--- src/rtl/btb_2bit_predictor.sv ---
// Fully associative branch target buffer with per-entry 2-bit saturating
// direction counters; lowest free slot on allocate, round-robin victim when full.

module btb_entry #(
    parameter int PC_W = 32
) (
    input  logic            clk,
    input  logic            rst,
    input  logic            flush_i,
    input  logic            alloc_i,
    input  logic            upd_i,
    input  logic            upd_taken_i,
    input  logic [PC_W-1:0] upd_pc_i,
    input  logic [PC_W-1:0] upd_target_i,
    input  logic [PC_W-1:0] lkp_pc_i,
    output logic            valid_o,
    output logic            lkp_match_o,
    output logic            upd_match_o,
    output logic            ctr_msb_o,
    output logic [PC_W-1:0] target_o
);
    logic            valid_q, valid_d;
    logic [PC_W-1:0] tag_q, tag_d;
    logic [PC_W-1:0] target_q, target_d;
    logic [1:0]      ctr_q, ctr_d;

    always_comb begin
        valid_d  = valid_q;
        tag_d    = tag_q;
        target_d = target_q;
        ctr_d    = ctr_q;
        if (flush_i) begin
            valid_d = 1'b0;
        end else if (alloc_i) begin
            valid_d  = 1'b1;
            tag_d    = upd_pc_i;
            target_d = upd_target_i;
            ctr_d    = 2'b10;
        end else if (upd_i) begin
            if (upd_taken_i) begin
                target_d = upd_target_i;
                if (ctr_q != 2'b11) ctr_d = ctr_q + 2'd1;
            end else if (ctr_q != 2'b00) begin
                ctr_d = ctr_q - 2'd1;
            end
        end
    end

    always_ff @(posedge clk or posedge rst) begin
        if (rst) valid_q <= 1'b0;
        else     valid_q <= valid_d;
    end

    // Payload is only observable through a valid entry, so it carries no reset.
    always_ff @(posedge clk) begin
        tag_q    <= tag_d;
        target_q <= target_d;
        ctr_q    <= ctr_d;
    end

    assign valid_o     = valid_q;
    assign lkp_match_o = valid_q && (tag_q == lkp_pc_i);
    assign upd_match_o = valid_q && (tag_q == upd_pc_i);
    assign ctr_msb_o   = ctr_q[1];
    assign target_o    = target_q;
endmodule

module btb_2bit_predictor #(
    parameter int ENTRIES = 16,
    parameter int PC_W    = 32
) (
    input  logic                       clk,
    input  logic                       rst,
    input  logic                       lkp_valid,
    input  logic [PC_W-1:0]            lkp_pc,
    output logic                       pred_hit,
    output logic                       pred_taken,
    output logic [PC_W-1:0]            pred_next_pc,
    input  logic                       upd_valid,
    input  logic [PC_W-1:0]            upd_pc,
    input  logic                       upd_taken,
    input  logic [PC_W-1:0]            upd_target,
    input  logic                       flush,
    output logic [$clog2(ENTRIES):0]   occupancy
);
    localparam int IDX_W = $clog2(ENTRIES);
    localparam int OCC_W = IDX_W + 1;

    logic [ENTRIES-1:0]           valid, lkp_match, upd_match, ctr_msb;
    logic [ENTRIES-1:0]           alloc_vec, upd_vec;
    logic [ENTRIES-1:0][PC_W-1:0] target;

    logic [IDX_W-1:0] rp_q, rp_d, free_idx, victim;
    logic [OCC_W-1:0] occ_q, occ_d;
    logic             free_found, full, alloc_en;
    logic [PC_W-1:0]  hit_target;
    logic             hit_msb;

    for (genvar g = 0; g < ENTRIES; g++) begin : g_ent
        btb_entry #(.PC_W(PC_W)) u_ent (
            .clk          (clk),
            .rst          (rst),
            .flush_i      (flush),
            .alloc_i      (alloc_vec[g]),
            .upd_i        (upd_vec[g]),
            .upd_taken_i  (upd_taken),
            .upd_pc_i     (upd_pc),
            .upd_target_i (upd_target),
            .lkp_pc_i     (lkp_pc),
            .valid_o      (valid[g]),
            .lkp_match_o  (lkp_match[g]),
            .upd_match_o  (upd_match[g]),
            .ctr_msb_o    (ctr_msb[g]),
            .target_o     (target[g])
        );
    end

    // At most one entry matches a tag, so OR-reducing the selected fields is a mux.
    always_comb begin
        hit_target = '0;
        hit_msb    = 1'b0;
        for (int i = 0; i < ENTRIES; i++) begin
            if (lkp_match[i]) begin
                hit_target = hit_target | target[i];
                hit_msb    = hit_msb | ctr_msb[i];
            end
        end
    end

    assign pred_hit     = lkp_valid && (|lkp_match);
    assign pred_taken   = pred_hit && hit_msb;
    assign pred_next_pc = pred_taken ? hit_target : lkp_pc + PC_W'(4);

    always_comb begin
        free_found = 1'b0;
        free_idx   = '0;
        for (int i = ENTRIES - 1; i >= 0; i--) begin
            if (!valid[i]) begin
                free_found = 1'b1;
                free_idx   = IDX_W'(i);
            end
        end
    end

    assign full      = !free_found;
    assign alloc_en  = upd_valid && upd_taken && !(|upd_match) && !flush;
    assign victim    = full ? rp_q : free_idx;
    assign alloc_vec = alloc_en ? (ENTRIES'(1) << victim) : '0;
    assign upd_vec   = upd_match & {ENTRIES{upd_valid && !flush}};

    always_comb begin
        rp_d  = rp_q;
        occ_d = occ_q;
        if (flush) begin
            rp_d  = '0;
            occ_d = '0;
        end else if (alloc_en) begin
            if (full) rp_d = (rp_q == IDX_W'(ENTRIES - 1)) ? '0 : rp_q + IDX_W'(1);
            else      occ_d = occ_q + OCC_W'(1);
        end
    end

    always_ff @(posedge clk or posedge rst) begin
        if (rst) begin
            rp_q  <= '0;
            occ_q <= '0;
        end else begin
            rp_q  <= rp_d;
            occ_q <= occ_d;
        end
    end

    assign occupancy = occ_q;
endmodule

--- config.mk ---
export PLATFORM = sky130hd
export DESIGN_NAME = btb_2bit_predictor
export DESIGN_NICKNAME = d
export VERILOG_FILES = /design/src/rtl/btb_2bit_predictor.sv
export SDC_FILE = /design/constraint.sdc
export NUM_CORES = 2
export LEC_CHECK = 0
export CAP_MARGIN = 20
export CORE_UTILIZATION = 40
export DETAILED_ROUTE_END_ITERATION = 6
export HOLD_SLACK_MARGIN = 0.12
export PLACE_DENSITY = 0.66
export SYNTH_ARGS = -nofsm -noshare
export SYNTH_HDL_FRONTEND = slang
export SYNTH_SLANG_ARGS = --single-unit
--- constraint.sdc ---
create_clock -name clk -period 4.35 [get_ports clk]
set_input_delay 0.87 -clock clk [delete_from_list [all_inputs] [get_ports clk]]
set_output_delay 0.87 -clock clk [all_outputs]
set_load 0.01 [all_outputs]
==> impl_results.md <==
- Status: finished, violations left
- Failing checks: setup timing
- Static leakage: 21.60 nW
- Avg Cell Area, Syn: 14.62 um^2
- Critical R2R Capture: g_ent[4].u_ent.target_o[23]$_DFFE_PP_
- Slew HR: 31.19%
- Initial antenna violation count: 9
- Post-route cell area: 64080 um^2
- Combinational power share: 7.8%
- Least-Margin Pin Slew: 1.032 ns
- First-pass GRT wire length: 249200 um
- Power Internal: 0.01773 W
- RSZ-0062 raised after global routing: yes
- Post-Syn Nets: 3544
- Critical path peak fanout: 4
- Final Slew Violations: 0
- Worst reg2reg startpoint: g_ent[1].u_ent.tag_q[26]$_DFFE_PP_
- DR DRC count: 0
- Pin count of the biggest net entering global routing: 46
- Wire per inst: 30.74 um
- Crit path arrival time: 3.99 ns
- FMAX: 0.2058 GHz
- Crit start category: flop
- Final Cycle Share: 111.7%
- Final setup margin: -0.5097 ns
- Total Routing Usage GR: 27.83%
- CTS clk-pin slew, worst paths: 0.06 ns
- Met1 Use GR: 38.36%
- Die area: 127200 um^2
- Fin nets: 4226
- GRT Residual Overflow: 0
- Routed Antenna Nets: 0
- Fraction of registers with async set/reset: 2.313%
- Worst IR Drop VDD: 362.1 uV
- Drt pass-1 iters: 5
- Power Dens Cells: 359.3 nW/um^2
- PortBufs: 140
- Hold Fails Final Rpt: 0
- CP required: 3.48 ns
- Clk_lat worst skew: 0.74 ns
- Post-Synthesis Cells: 3439
- Placed inst area: 58980 um^2
- Clk network pwr share: 42.4%
- Multi-input logic area: 17340 um^2
- Hold crit path type: input pin to flop
- Share of layout cells above drive strength 1: 24.28%
- Final setup vio count: 34
- RD Place Congestion: 0.9647
- Syn-to-layout area delta: 27.41%
- Worst Clk Skew: 0.05213 ns
- Cts hold-fix bufs: 0
- Routing usage on met2: 41.18%
- Total wire length: 179900 um
- H-tree levels: 3
- Detailed Place HPWL: 127000 um
- FF-to-FF setup slack: 0.39 ns
- Worst reg2reg path depth: 11
- Hold path endpoint: g_ent[0].u_ent.tag_q[10]$_DFFE_PP_
- Chip Height: 356.6 um
- Vias after detailed routing: 34240
- Register area: 32340 um^2
- Synth unique cells: 57
- Max-Cap Viols: 0
- CP Capture Type: output pin
- Hold Crit Depth: 1
- Worst hold start: upd_pc[10]
- Synth Register Bits: 1081
- Sequential power share: 49.8%
- Vias in the first global route: 32910
- Post-synth EDFFs: 1056
- Crit path kind: flop to output pin
- Top FF cell, synth: edfxtp_1
- TritonCTS Buffers: 111
- Synthesis warning total: 0
- Sw frac: 23.01%
- Setup WS pre-CTS: -0.8859 ns
- Synth Cell Area: 50290 um^2
- CTS tree: yes
- Initial drt markers: 4674
- CTS root buf: clkbuf_16
- # IOs: 141
- Seq/Total Area, Yosys: 64.29%
- Grt peak-use layer: met2
- Row count: 129
- P_sw: 0.005298 W
- Via density: 5.851
- Total power: 0.02303 W
- Final Critical Period: 4.860 ns
- CTS Sinks: 1081
- Deepest clock path buffer count: 3
- Global Route met3 Usage: 8.143%
- Die width: 356.6 um
- Initial cell density of the core: 40.47%
- FILL cells: 10340
- Total core area: 124300 um^2
==> power groups by stage <==
stage	sequential, W	clock (W)	combinational [W]
finish	0.0115	0.00976	0.00180
global route	0.0115	0.0102	0.00186
CTS	0.0115	0.00982	0.00173
detailed placement	0.0117	0	0.00169
global placement	0.0117	0	0.00168
floorplan	0.0117	0	0.000757
==> sequential cells by signal, indices dropped and copies added (netlist names) <==
signal and count:
g_ent.u_ent.ctr_q 32, occupancy 5, g_ent.u_ent.target_o 512, g_ent.u_ent.tag_q 512, rp_q 4, g_ent.u_ent.valid_o 16
==> layer usage <==
layer  vias to the layer above  part of all wire, %
li1                      14400                    -
met1                     17280                   40
met2                      2199                   44
met3                       359                   12
met4                         6                  4.2
met5                         -                0.020
==> Yosys cell counts (all sizes together), types with 9 or more instances <==
library cell	instances	area [um^2]
and4	10	87.58
inv	44	165.2
buf	140	949.7
nand3	98	490.5
mux2i	9	90.09
clkbuf	59	221.5
nor2b	20	125.1
or3	18	112.6
xor2	470	4124
dfrtp	25	625.6
nor2	31	116.4
a21oi	29	145.1
nor3	60	355.4
nand4	212	1326
nor4	126	794.5
xnor2	608	5325
edfxtp	1056	31710
or4	9	75.07
a221oi	130	1139
a22o	132	1156
nand2	39	146.4
o21ai	35	175.2
mux2	27	386.6
==> worst max-delay path, stage by stage, from the launching register on <==
cell and delay [ns]:
edfxtp_1 0.44, xor2_1 0.33, nor4_1 0.10, nand4_1 0.17, nor3_4 0.07, buf_12 0.15, or4_4 0.57, o41ai_4 0.39
a31oi_4 0.06, buf_12 0.17, clkbuf_16 0.18, buf_4 0.14, mux2_4 0.33, buf_6 0.13
==> timing repair <==
action	CTS	global route
pin swaps	35	33
endpoints found under the setup margin	34	34
gates cloned	4	3
setup buffers	43	37
resized for setup	202	96
==> logic make-up after synthesis <==
kind of cell / after synthesis / share of synthesized area [%]
flip-flops: 1081 / 64.29
XOR/XNOR: 1078 / 18.79
AND/OR/NAND/NOR: 645 / 7.511
AO/OA/AOI/OAI: 353 / 5.727
buffers and inverters: 243 / 2.657
multiplexers: 36 / 0.9479
adder cells (fa/ha/maj): 3 / 0.07464
==> layout make-up <==
class,count,share of cell area [%]
Sequential cell,1081,50.46
Multi-Input combinational cell,2115,27.06
Clock buffer,138,4.524
Inverter,44,0.2577
Tap cell,1637,3.196
Timing Repair Buffer,768,13.21
Clock inverter,67,1.283
Antenna cell,2,0.007810
==> metrics by stage <==
step / setup TNS, ns / utilization, % / cells / hold slack (ns)
finish: -13.54 / 51.56 / 5852 / 0.4572
global route: -15.41 / 51.56 / 5851 / 0.4506
CTS: -12.85 / 50.95 / 5815 / 0.4284
detailed placement: -112.93 / 47.46 / 5569 / 0.6012
global placement: -136.67 / 47.46 / 5569 / 0.5687
floorplan: 0 / - / 3439 / 0.5445
==> cells in the final DEF, fill, tap and decap left out, types with 61 or more instances in the layout <==
master	synthesis	routed
a221oi_1	130	120
clkbuf_16	0	114
edfxtp_1	1056	1056
nand4_1	212	212
nand3_1	98	95
a22o_1	132	131
xor2_1	469	453
buf_2	69	61
buf_4	44	411
nor4_1	125	106
buf_12	0	189
xnor2_1	608	606
==> worst max path at each step <==
stage                                       start                               endpoint  slack [ns]  cells after the start
4_1_cts        g_ent[7].u_ent.tag_q[17]$_DFFE_PP_                       pred_next_pc[10]       -0.46                     15
3_3_place_gp                            lkp_pc[2]                       pred_next_pc[30]       -0.92                     14
5_1_grt        g_ent[3].u_ent.tag_q[11]$_DFFE_PP_                        pred_next_pc[0]       -0.56                     14
3_5_place_dp                            lkp_pc[2]                       pred_next_pc[30]       -0.89                     14
2_1_floorplan                          upd_pc[11]  g_ent[10].u_ent.target_o[0]$_DFFE_PP_        0.23                      9
6_report       g_ent[0].u_ent.tag_q[13]$_DFFE_PP_                        pred_next_pc[0]       -0.51                     13
Note: power is estimated with default switching activity, not from simulation.
